==> src/rtl/risc_v_mike_pkg.sv <==
// ----------------------------------------------------------------------------
// risc_v_mike_pkg
//
// Purpose : Shared constants and types for the RISC-V "mike" GPIO input
//           conditioner (synchronizer + per-bit debouncer + optional sticky
//           edge flags).
//
// Contents:
//   GPIO_BYTE            - width of the GPIO port handled by the conditioner
//   SYNC_STAGES_DEF      - default synchronizer depth (flops per bit, >= 2)
//   DEBOUNCE_CYCLES_DEF  - default number of consecutive stable synchronized
//                          cycles needed before a new level is accepted (>= 2)
//   t_gpio_vec           - packed vector type, one bit per GPIO pin
//   t_edge_e             - classification of an accepted level change
//   edge_of()            - helper mapping (accept, old level) to t_edge_e
//
// Optional feature macro used by the users of this package:
//   GPIO_EDGE_CAPTURE_EN - enables the sticky rise/fall flag ports and logic.
// ----------------------------------------------------------------------------
package risc_v_mike_pkg;

  localparam int GPIO_BYTE           = 8;
  localparam int SYNC_STAGES_DEF     = 2;
  localparam int DEBOUNCE_CYCLES_DEF = 16;

  typedef logic [GPIO_BYTE-1:0] t_gpio_vec;

  typedef enum logic [1:0] {
    EDGE_NONE = 2'b00,
    EDGE_RISE = 2'b01,
    EDGE_FALL = 2'b10
  } t_edge_e;

  // An accepted change always flips the stable level, so the old level alone
  // tells which direction the change went.
  function automatic t_edge_e edge_of(input logic accept, input logic old_level);
    t_edge_e result;
    result = EDGE_NONE;
    if (accept) begin
      result = old_level ? EDGE_FALL : EDGE_RISE;
    end
    return result;
  endfunction

endpackage : risc_v_mike_pkg

==> src/rtl/risc_v_mike_debounce_bit.sv <==
// ----------------------------------------------------------------------------
// risc_v_mike_debounce_bit
//
// Purpose : One GPIO pin worth of input conditioning: a SYNC_STAGES-deep
//           synchronizer followed by a saturating-free debounce counter and
//           the accepted ("stable") level.
//
// Parameters:
//   SYNC_STAGES     - synchronizer depth, >= 2
//   DEBOUNCE_CYCLES - consecutive differing synchronized cycles required to
//                     accept a new level, >= 2
//
// Ports:
//   clk_i     in   clock for all state
//   rst_ni    in   asynchronous active-low reset
//   pad_i     in   raw asynchronous pad level
//   stable_o  out  debounced level (registered)
//   accept_o  out  high in the cycle whose closing edge flips stable_o;
//                  lets the parent capture edges on that same edge
// ----------------------------------------------------------------------------
module risc_v_mike_debounce_bit #(
  parameter int SYNC_STAGES     = 2,
  parameter int DEBOUNCE_CYCLES = 16
) (
  input  logic clk_i,
  input  logic rst_ni,
  input  logic pad_i,
  output logic stable_o,
  output logic accept_o
);

  localparam int CNT_W = $clog2(DEBOUNCE_CYCLES);
  typedef logic [CNT_W-1:0] t_cnt;
  localparam t_cnt CNT_LAST = t_cnt'(DEBOUNCE_CYCLES - 1);

  logic [SYNC_STAGES-1:0] sync_q;
  logic                   synced;
  t_cnt                   cnt_q;
  t_cnt                   cnt_d;
  logic                   stable_q;
  logic                   stable_d;
  logic                   accept;

  // Only the last synchronizer stage is ever looked at by the debouncer.
  assign synced = sync_q[SYNC_STAGES-1];

  always_ff @(posedge clk_i or negedge rst_ni) begin
    if (!rst_ni) begin
      sync_q <= '0;
    end else begin
      sync_q <= {sync_q[SYNC_STAGES-2:0], pad_i};
    end
  end

  // Counter tracks how long the synchronized level has disagreed with the
  // accepted level. Any agreement restarts it, so glitches shorter than
  // DEBOUNCE_CYCLES never accumulate. The terminal count is consumed by the
  // acceptance itself, so the counter never wraps.
  always_comb begin
    cnt_d    = cnt_q;
    stable_d = stable_q;
    accept   = 1'b0;
    if (synced == stable_q) begin
      cnt_d = '0;
    end else if (cnt_q == CNT_LAST) begin
      stable_d = synced;
      cnt_d    = '0;
      accept   = 1'b1;
    end else begin
      cnt_d = cnt_q + t_cnt'(1);
    end
  end

  always_ff @(posedge clk_i or negedge rst_ni) begin
    if (!rst_ni) begin
      cnt_q    <= '0;
      stable_q <= 1'b0;
    end else begin
      cnt_q    <= cnt_d;
      stable_q <= stable_d;
    end
  end

  assign stable_o = stable_q;
  assign accept_o = accept;

endmodule : risc_v_mike_debounce_bit

==> src/rtl/risc_v_mike_gpio_conditioner.sv <==
// ----------------------------------------------------------------------------
// risc_v_mike_gpio_conditioner
//
// Purpose : Conditions the raw GPIO pad inputs before they reach the core:
//           every pin is synchronized and debounced independently by a
//           risc_v_mike_debounce_bit instance. Optionally, sticky rise/fall
//           flags record every accepted level change until cleared.
//
// Configuration macro:
//   GPIO_EDGE_CAPTURE_EN - when defined, the flag ports and flag logic exist.
//                          When undefined they are absent; gpio_port_in
//                          behaves identically in both builds.
//
// Parameters:
//   SYNC_STAGES     - synchronizer flops per bit (>= 2)
//   DEBOUNCE_CYCLES - stable synchronized cycles needed to accept a level (>= 2)
//
// Ports:
//   clk              in   single clock for all state
//   rst              in   asynchronous active-low reset
//   gpio_pad_in      in   raw asynchronous pad levels
//   gpio_port_in     out  debounced levels, feeds the core's gpio_port_in
//   gpio_rise_flags  out  sticky 0->1 flags         (GPIO_EDGE_CAPTURE_EN)
//   gpio_fall_flags  out  sticky 1->0 flags         (GPIO_EDGE_CAPTURE_EN)
//   gpio_flag_clr    in   per-bit clear for both flag vectors, set wins
//                                                   (GPIO_EDGE_CAPTURE_EN)
// ----------------------------------------------------------------------------
module risc_v_mike_gpio_conditioner
  import risc_v_mike_pkg::*;
#(
  parameter int SYNC_STAGES     = SYNC_STAGES_DEF,
  parameter int DEBOUNCE_CYCLES = DEBOUNCE_CYCLES_DEF
) (
  input  logic                 clk,
  input  logic                 rst,
  input  logic [GPIO_BYTE-1:0] gpio_pad_in,
  output logic [GPIO_BYTE-1:0] gpio_port_in
`ifdef GPIO_EDGE_CAPTURE_EN
  ,
  output logic [GPIO_BYTE-1:0] gpio_rise_flags,
  output logic [GPIO_BYTE-1:0] gpio_fall_flags,
  input  logic [GPIO_BYTE-1:0] gpio_flag_clr
`endif
);

  t_gpio_vec stable;
  t_gpio_vec accept;

  for (genvar gi = 0; gi < GPIO_BYTE; gi++) begin : g_bit
    risc_v_mike_debounce_bit #(
      .SYNC_STAGES    (SYNC_STAGES),
      .DEBOUNCE_CYCLES(DEBOUNCE_CYCLES)
    ) u_debounce (
      .clk_i   (clk),
      .rst_ni  (rst),
      .pad_i   (gpio_pad_in[gi]),
      .stable_o(stable[gi]),
      .accept_o(accept[gi])
    );
  end

  assign gpio_port_in = stable;

`ifdef GPIO_EDGE_CAPTURE_EN

  t_gpio_vec rise_set;
  t_gpio_vec fall_set;
  t_gpio_vec rise_q;
  t_gpio_vec rise_d;
  t_gpio_vec fall_q;
  t_gpio_vec fall_d;

  // Edge detection uses the debouncer's accept strobe rather than comparing
  // registered levels, so a flag rises on the very edge the level flips.
  for (genvar gi = 0; gi < GPIO_BYTE; gi++) begin : g_edge
    t_edge_e bit_edge;
    assign bit_edge     = edge_of(accept[gi], stable[gi]);
    assign rise_set[gi] = (bit_edge == EDGE_RISE);
    assign fall_set[gi] = (bit_edge == EDGE_FALL);
  end

  // OR-ing the set term after the clear mask makes a coincident set win.
  always_comb begin
    rise_d = (rise_q & ~gpio_flag_clr) | rise_set;
    fall_d = (fall_q & ~gpio_flag_clr) | fall_set;
  end

  always_ff @(posedge clk or negedge rst) begin
    if (!rst) begin
      rise_q <= '0;
      fall_q <= '0;
    end else begin
      rise_q <= rise_d;
      fall_q <= fall_d;
    end
  end

  assign gpio_rise_flags = rise_q;
  assign gpio_fall_flags = fall_q;

`else

  // Without edge capture the accept strobes have no consumer.
  logic unused_accept;
  assign unused_accept = ^accept;

`endif

endmodule : risc_v_mike_gpio_conditioner

==> config.mk <==
export PLATFORM = sky130hd
export DESIGN_NAME = risc_v_mike_gpio_conditioner
export DESIGN_NICKNAME = d
export VERILOG_FILES = /design/src/rtl/risc_v_mike_pkg.sv /design/src/rtl/risc_v_mike_debounce_bit.sv /design/src/rtl/risc_v_mike_gpio_conditioner.sv
export SDC_FILE = /design/constraint.sdc
export NUM_CORES = 1
export LEC_CHECK = 0
export CAP_MARGIN = 30
export CORE_MARGIN = 2
export CORE_UTILIZATION = 56
export DETAILED_ROUTE_END_ITERATION = 10
export PLACE_DENSITY_LB_ADDON = 0.08
export SYNTH_ARGS = -nofsm -noshare
export SYNTH_HDL_FRONTEND = slang
export SYNTH_SLANG_ARGS = --single-unit
==> constraint.sdc <==
create_clock -name clk -period 1.4 [get_ports clk]
set_input_delay 0.28 -clock clk [delete_from_list [all_inputs] [get_ports clk]]
set_output_delay 0.28 -clock clk [all_outputs]
set_load 0.05 [all_outputs]
# Word-level counts from Yosys, hierarchy flattened
# Cells that the tools add are included.
# totals
regBits	56
# op_classes
muxes	16
n_reduce_logical	8
bitwise	8
n_eq_ne	16
n_addsub	8
# ops
operator	n
2-to-1 mux 4 bit	16
adder 4 x 1 -> 4 bit (second input constant)	8
== test 4 bit (second input constant)	8
AND reduction 2 bit	8
== test 1 bit	8
inverter 1 bit	8

# Longest topological paths before layout
# Gate-level depths: netlist (run 1).
# depth
depth_word	3
mapped_depth	4
depth_no_buf	4

# Cells and area by module
# Synthesis (run 1) repeated with hierarchy kept, for this count alone.
# hier_totals
hier_cells	168
area_unflattened_um2	2272.2
# modules_own_cells
module	area_per_inst_um2	cells_per_inst	n_inst	seq_area_each_um2
risc_v_mike_debounce_bit	284.0	21	8	175.2

# Least setup slack after synthesis (run 1)
# OpenSTA, ideal clock, no wires.
# synth_timing
path_kind	flip-flop to flip-flop
from	register g_bit[6].u_debounce.cnt_q[0]
to	register g_bit[6].u_debounce.stable_q
arrival_time_ps	1007
stages_incl_launch_ff	4
path_slack_ps	268
required_time_ps	1275
cell_sequence	dfrtp_1 ha_1 nand3_2 mux2_4
# synth_between
elab_chain_cells	2
# synth_lines
element	line_no	rtl
start, declared	risc_v_mike_debounce_bit.sv:38	t_cnt cnt_q;
start signal, assigned	risc_v_mike_debounce_bit.sv:79	cnt_q <= cnt_d;
== test 4 bit	risc_v_mike_debounce_bit.sv:65	end else if (cnt_q == CNT_LAST) begin
AND reduction 2 bit (no source line)	-	
end signal, assigned	risc_v_mike_debounce_bit.sv:80	stable_q <= stable_d;
end, declared	risc_v_mike_debounce_bit.sv:40	logic stable_q;
# No other way between the ends.
# A chain may end at the register's enable or synchronous reset.

# Final worst setup path (run 1)
# layout_timing
from	register g_bit[3].u_debounce.stable_q
to	output gpio_port_in[3]
# layout_lines
element	line_no	rtl
start, declared	risc_v_mike_debounce_bit.sv:40	
start signal, assigned	risc_v_mike_debounce_bit.sv:80	
end, declared	risc_v_mike_gpio_conditioner.sv:37	output logic [GPIO_BYTE-1:0] gpio_port_in
# No word-level cell between the ends.

==> results of run 1 <==
[per-stage QoR]
step | power, mW | cell area (um^2) | util | cells
floorplan | 1.90 | 2240 | - | 166
global placement | 1.98 | 2500 | 0.668 | 224
detailed placement | 2.00 | 2500 | 0.668 | 224
CTS | 2.87 | 2600 | 0.695 | 233
global route | 2.98 | 2600 | 0.695 | 233
finish | 2.83 | 2600 | 0.695 | 233
[cell type report]
class	instances	area share
Multi-Input combinational cell	95	0.288
Inverter	7	0.0101
Sequential cell	56	0.539
Timing Repair Buffer	19	0.106
Clock buffer	8	0.0346
Tap cell	48	0.0231
[worst register-to-register path, cell delays in order, from the launching register on]
cell	delay (ps)
dfrtp_1	420
ha_1	260
nand3_1	120
mux2_4	310
[flip-flops by register name (all words and copies together), names as in the netlist]
name                       flops
g_bit.u_debounce.stable_o      8
g_bit.u_debounce.sync_q       16
g_bit.u_debounce.cnt_q        32
[cell usage in the layout, fill, tap and decap left out]
cell type / n
nor2_1: 8
buf_2: 1
clkbuf_1: 2
buf_12: 9
nand4b_1: 7
clkdlybuf4s50_1: 8
nor2b_1: 8
mux2_4: 8
a31oi_1: 1
clkbuf_8: 6
o21ai_0: 7
nand3_2: 3
inv_1: 7
xnor2_1: 16
ha_1: 8
nand3_1: 5
a311oi_1: 4
dfrtp_1: 56
dlygate4sd3_1: 1
a21oi_1: 14
nor3b_1: 5
a21o_1: 1
[what timing repair did]
item / 4_1_cts / 5_1_grt
endpoints found under the setup margin: 0 / 0
hold endpoints to repair: 14 / 0
hold buffers: 1 / 0
[worst max-delay path by stage]
stage | endpoint | startpoint | depth (start not counted)
3_3_place_gp | g_bit[2].u_debounce.stable_o$_DFFE_PN0P_ | g_bit[2].u_debounce.cnt_q[0]$_DFF_PN0_ | 3
3_5_place_dp | g_bit[3].u_debounce.stable_o$_DFFE_PN0P_ | g_bit[3].u_debounce.cnt_q[0]$_DFF_PN0_ | 3
5_1_grt | g_bit[7].u_debounce.cnt_q[3]$_DFF_PN0_ | g_bit[7].u_debounce.cnt_q[0]$_DFF_PN0_ | 4
6_report | gpio_port_in[3] | g_bit[3].u_debounce.stable_o$_DFFE_PN0P_ | 1
4_1_cts | gpio_port_in[3] | g_bit[3].u_debounce.stable_o$_DFFE_PN0P_ | 1
2_1_floorplan | g_bit[6].u_debounce.stable_o$_DFFE_PN0P_ | g_bit[6].u_debounce.cnt_q[0]$_DFF_PN0_ | 3
[where the power goes]
group | internal, mW | switching, mW | total [mW]
Combinational | 0.104 | 0.0979 | 0.202
Sequential | 1.70 | 0.0708 | 1.77
Clock | 0.404 | 0.461 | 0.865
Total | 2.20 | 0.630 | 2.83
[cell families after synthesis]
kind of cell | count (synthesis) | synth area share
simple gates | 36 | 0.105
compound gates | 27 | 0.0688
mux | 8 | 0.0537
flops | 56 | 0.627
fa+ha+maj | 8 | 0.0448
xor+xnor | 16 | 0.0627
buf+inv | 15 | 0.0386
[layer usage]
layer	vias up	track usage	part of all wire
met5	-	0	0
met4	0	0.115	0.028
met3	8	0.0400	0.041
met2	22	0.267	0.47
met1	661	0.224	0.46
li1	604	-	-
==> impl_results.md, run 1 <==
* Count of boundary I/O pins at 18
* Count of flip-flops with a built-in enable after synthesis at 0
* Dominant synthesized flop cell: dfrtp_1
* N_diodes at 0
* Post-Route Setup TNS at 0 ps
* Maximum level of the CTS H-tree at 2
* Number of global-route vias before repair at 1265
* Drt via density at 5.56
* Clock transition at the register clock pins on the worst setup and hold paths after CTS at 90 ps
* Synth cell count leaders: dfrtp_1 (56), xnor2_1 (16), a21oi_1 (14)
* Share of synthesized area occupied by flip-flops and latches at 0.627
* Depth of the worst register-to-register path at 3
* Core outline area at 3740 um^2
* Worst VDD drop at 0.000805 V
* Final net count at 202
* Critical-path cell list: buf_12
* Minimum clock period at 1210 ps
* Cell Area, Synth at 2240 um^2
* Total iterations of the first detailed-routing run at 4
* Synthesis warning total at 0
* Full die area at 4510 um^2
* Crit-path leading delay family: flip-flops
* WHS Endpoint: g_bit[3].u_debounce.sync_q[1]$_DFF_PN0_
* Largest area contributor in the synthesized netlist: dfrtp_1
* First-pass GRT wire length at 5660 um
* Worst clock skew on the final layout at 4.37 ps
* CTS Sinks at 56
* Critical path arrival at 930 ps
* Overflow after GRT at 0
* GRT Util Overall at 0.175
* Synthesized net count at 184
* Pwr Density at 1090 nW/um^2
* Hold Worst Slack at 353 ps
* CP Data Required Time at 1120 ps
* Footprint of the multi-input gates at 748 um^2
* Buffers on Ports at 17
* Total CTS buffers at 5
* Share of post-route cells with drive strength above 1 at 0.146
* Start point of the worst min-delay path: g_bit[3].u_debounce.sync_q[0]$_DFF_PN0_
* Buffers and inverters on the worst path at 1
* Most repeated cell in the gate-level netlist after synthesis: dfrtp_1
* Final-report setup violation count at 0
* Status: finished clean
* Number of distinct library cells after synthesis at 17
* Synth area leaders: dfrtp_1 (63%), xnor2_1 (6.3%), mux2_4 (5.4%), ha_1 (4.5%), a21oi_1 (3.1%)
* Cells after synthesis at 166
* Critical R2R Launch: g_bit[3].u_debounce.cnt_q[0]$_DFF_PN0_
* Minimum setup slack among reg-to-reg paths at 190 ps
* Clock insertion delay at the later pin of the skew report at 310 ps
* Max FO, Critical Path at 3
* Worst r2r dst: g_bit[3].u_debounce.stable_o$_DFFE_PN0P_
* Post-cts gate resize count at 0
* TritonCTS clock tree: built
* DRC Markers at 0
* Worst path slowest cell: dfrtp_1
* Fmax at 826 MHz
* Area share of the largest cell type after synthesis at 0.627
* Pleak at 1.14 nW
* Die boundary width at 67.2 um
* Maximum number of pins on one net before global-route repair at 43
* Growth of design area from synthesis to finish at 16.3%
* Pre-CTS worst setup slack at 205 ps
* Maximum buffer depth of the clock tree at 2
* Critical Setup Path Class: reg2out
* Number of DRC markers in iteration 0 at 88
* Highest cell delay on the worst timing path at 450 ps
* Final worst path period share at 0.865
* Max Cap Viol at 0
* Placer's final routability congestion estimate at 0.683
* Die Span Y at 67.2 um
* CP Capture Type: output pin
* WL/cell at 13.5 um
* Rows at 22
* Register area at 1400 um^2
* Total count of max-transition violations in the final report at 0
* Post-DRT Antenna Nets at 0
* Initial standard-cell utilization of the core at 0.597
* Async set-or-reset flop fraction in the synthesized netlist at 1.00
* Flip-flop and latch count after synthesis at 56
* Worst slew slack as a fraction of its limit at 0.744
* Synthesized area per cell at 13.5 um^2
* Dpl hpwl at 2230 um
* Clock root buffer: clkbuf_8
* Number of setup buffers added after CTS at 0
* Total Routed Length at 3150 um
* Path class of the lowest-slack min-delay path: reg2reg
* Number of fill cells at 273
* Via count at 1295
* Number of instances on the worst hold path at 0
* Slew at the pin closest to its max-slew limit at 382 ps
* RSZ-0062 raised after global routing: no
* Final WS setup at 189 ps
* Startpoint type of the worst setup path: register
* Final-report hold violation count at 0
* Initial antenna violation count at 0
(Power assumes the default switching activity.)
==> inputs of run 2 (changes only) <==
--- a/config.mk
+++ b/config.mk
@@ -9,4 +9,5 @@
 export CORE_MARGIN = 2
-export CORE_UTILIZATION = 56
+export CORE_UTILIZATION = 57
 export DETAILED_ROUTE_END_ITERATION = 10
+export HOLD_SLACK_MARGIN = 0.05
 export PLACE_DENSITY_LB_ADDON = 0.08
@@ -14,2 +15,3 @@
 export SYNTH_HDL_FRONTEND = slang
+export SYNTH_HIERARCHICAL = 1
 export SYNTH_SLANG_ARGS = --single-unit
--- a/constraint.sdc
+++ b/constraint.sdc
@@ -3,2 +3,2 @@
 set_output_delay 0.28 -clock clk [all_outputs]
-set_load 0.05 [all_outputs]
+set_load 0.01 [all_outputs]
==> run 2 against run 1 <==
  * Register-to-register slack got worse by 30 ps
  * Routed wire length rose by 5.5%
  * Clock power rose by 27%
  * First-iteration DRC count fell by 30%
  * Setup slack got worse by 80 ps
  * Synthesized cell count fell by 3.6%
  * Maximum frequency fell by 6.2%
  * Global-route usage rose by 1.1 points
  * Final area rose by 1.5%
  * Die area fell by 1.4%
  * Largest power group unchanged
==> impl_results.md, run 2 <==
* Final net count at 206
* Core outline area at 3720 um^2
* M1 GR Usage at 0.245
* Path class of the lowest-slack min-delay path: reg2reg
* Maximum level of the CTS H-tree at 2
* Number of instances on the worst hold path at 0
* TritonCTS clock tree: built
* Number of fill cells at 267
* Cell Area, Synth at 2240 um^2
* Register area at 1400 um^2
* Full die area at 4450 um^2
* Initial standard-cell utilization of the core at 0.603
* Number of DRC markers in iteration 0 at 62
* Share of post-route cells with drive strength above 1 at 0.190
* GR Layer Usage met3 at 0.0557
* Depth of the worst register-to-register path at 3
* Number of global-route vias before repair at 1408
* Critical-path cell list: dlygate4sd2_1
* Flip-flop count of the largest register, all copies and words added at 32
* Hold Worst Slack at 355 ps
* Placer's final routability congestion estimate at 0.652
* Final-report hold violation count at 0
* Maximum buffer depth of the clock tree at 2
* Clock transition at the register clock pins on the worst setup and hold paths after CTS at 90 ps
* Synthesis warning total at 6
* Drt via density at 5.37
* Max Cap Viol at 0
* Pleak at 1.19 nW
* Critical Setup Path Class: reg2out
* Total iterations of the first detailed-routing run at 4
* Clock insertion delay at the later pin of the skew report at 300 ps
* Most common cell after layout, fill and taps aside: dfrtp_1
* Most heavily used metal layer in global routing: met2
* Post-DRT Antenna Nets at 0
* Register with the most flip-flops: g_bit.u_debounce/cnt_q
* Dpl hpwl at 2450 um
* Cells after synthesis at 160
* Max FO, Critical Path at 3
* Buffers on Ports at 17
* WHS Endpoint: g_bit[7].u_debounce/sync_q[1]$_DFF_PN0_
* Worst clock skew on the final layout at 4.58 ps
* N_diodes at 0
* Summed area of non-filler cells in the final layout at 2640 um^2
* Footprint of the multi-input gates at 811 um^2
* Highest-count cells in the layout ignoring fill and taps: dfrtp_1 (56), xnor2_1 (16), a21oi_1 (16)
* Pre-CTS worst setup slack at 193 ps
* CP Capture Type: output pin
* Critical path arrival at 1010 ps
* Worst r2r dst: g_bit[1].u_debounce/stable_o$_DFFE_PN0P_
* Global-route track usage on met2 at 0.296
* Worst VDD drop at 0.000810 V
* Minimum setup slack among reg-to-reg paths at 160 ps
* Overflow after GRT at 0
* Total CTS buffers at 5
* Post-placement cell area at 2510 um^2
* Synthesized net count at 178
* Die Span Y at 66.7 um
* Buffers and inverters on the worst path at 1
* Slew at the pin closest to its max-slew limit at 461 ps
* Via count at 1272
* Final-report setup violation count at 0
* Clock root buffer: clkbuf_8
* Critical R2R Launch: g_bit[1].u_debounce/cnt_q[0]$_DFF_PN0_
* Start point of the worst min-delay path: g_bit[7].u_debounce/sync_q[0]$_DFF_PN0_
* CP Data Required Time at 1120 ps
* Final worst path period share at 0.923
* Minimum clock period at 1290 ps
* DRC Markers at 0
* Count of boundary I/O pins at 18
* CTS Sinks at 56
* GRT Util Overall at 0.186
* Rows at 22
* Die boundary width at 66.7 um
* Maximum number of pins on one net before global-route repair at 21
* Final WS setup at 108 ps
* Crit-path leading delay family: flip-flops
* Worst slew slack as a fraction of its limit at 0.692
* Total power at 3.08 mW
* Fmax at 774 MHz
* RSZ-0062 raised after global routing: no
* Highest cell delay on the worst timing path at 420 ps
* Pwr Density at 1170 nW/um^2
* Initial antenna violation count at 0
* Post-Route Setup TNS at 0 ps
* First-pass GRT wire length at 6160 um
* Startpoint type of the worst setup path: register
* WL/cell at 14.0 um
* Synthesized area per cell at 14.0 um^2
* Total count of max-transition violations in the final report at 0
* Total Routed Length at 3330 um
* Status: finished clean
* Worst path slowest cell: dfrtp_1
* Growth of design area from synthesis to finish at 17.8%
run 2: worst max-delay path by stage:
stage | startpoint | end | slack (ps) | depth (start not counted)
after floorplan | g_bit[0].u_debounce/cnt_q[0]$_DFF_PN0_ | g_bit[0].u_debounce/stable_o$_DFFE_PN0P_ | 280 | 3
after global placement | g_bit[3].u_debounce/stable_o$_DFFE_PN0P_ | gpio_port_in[3] | 220 | 1
after detailed placement | g_bit[1].u_debounce/cnt_q[0]$_DFF_PN0_ | g_bit[1].u_debounce/stable_o$_DFFE_PN0P_ | 190 | 3
after CTS | g_bit[6].u_debounce/stable_o$_DFFE_PN0P_ | gpio_port_in[6] | 100 | 1
after global routing | g_bit[1].u_debounce/stable_o$_DFFE_PN0P_ | gpio_port_in[1] | 60 | 1
final | g_bit[6].u_debounce/stable_o$_DFFE_PN0P_ | gpio_port_in[6] | 110 | 1
run 2: timing repair:
| item | in CTS | in global routing |
|---|---|---|
| resized for setup | 8 | 0 |
| endpoints found under the hold margin | 16 | 0 |
| setup buffers | 1 | 0 |
| endpoints found under the setup margin | 8 | 0 |
| hold buffers | 1 | 0 |
run 2: metrics by stage:
stage               utilization  cells
floorplan                     -    160
global placement          0.675    227
detailed placement        0.675    227
CTS                       0.711    237
global route              0.711    237
finish                    0.711    237
run 2: cell type report:
class | count | area share
Inverter | 8 | 0.0114
Timing Repair Buffer | 21 | 0.0805
Clock inverter | 1 | 0.0114
Multi-Input combinational cell | 96 | 0.307
Tap cell | 48 | 0.0227
Sequential cell | 56 | 0.531
Clock buffer | 7 | 0.0365
run 2: power by group:
part	leakage, nW	switching (mW)	internal, mW
Clock	0.0645	0.467	0.631
Combinational	0.399	0.102	0.112
Sequential	0.725	0.0748	1.70
run 2: worst register-to-register path, cell delays in order, from the launching register on:
cell and delay (ps):
dfrtp_1 430, ha_1 270, nand3_2 120, mux2_4 310
run 2: layer usage:
| layer | vias up | share of wire |
|---|---|---|
| li1 | 605 | - |
| met1 | 640 | 0.43 |
| met2 | 23 | 0.52 |
| met3 | 4 | 0.037 |
| met4 | 0 | 0.012 |
| met5 | - | 0 |
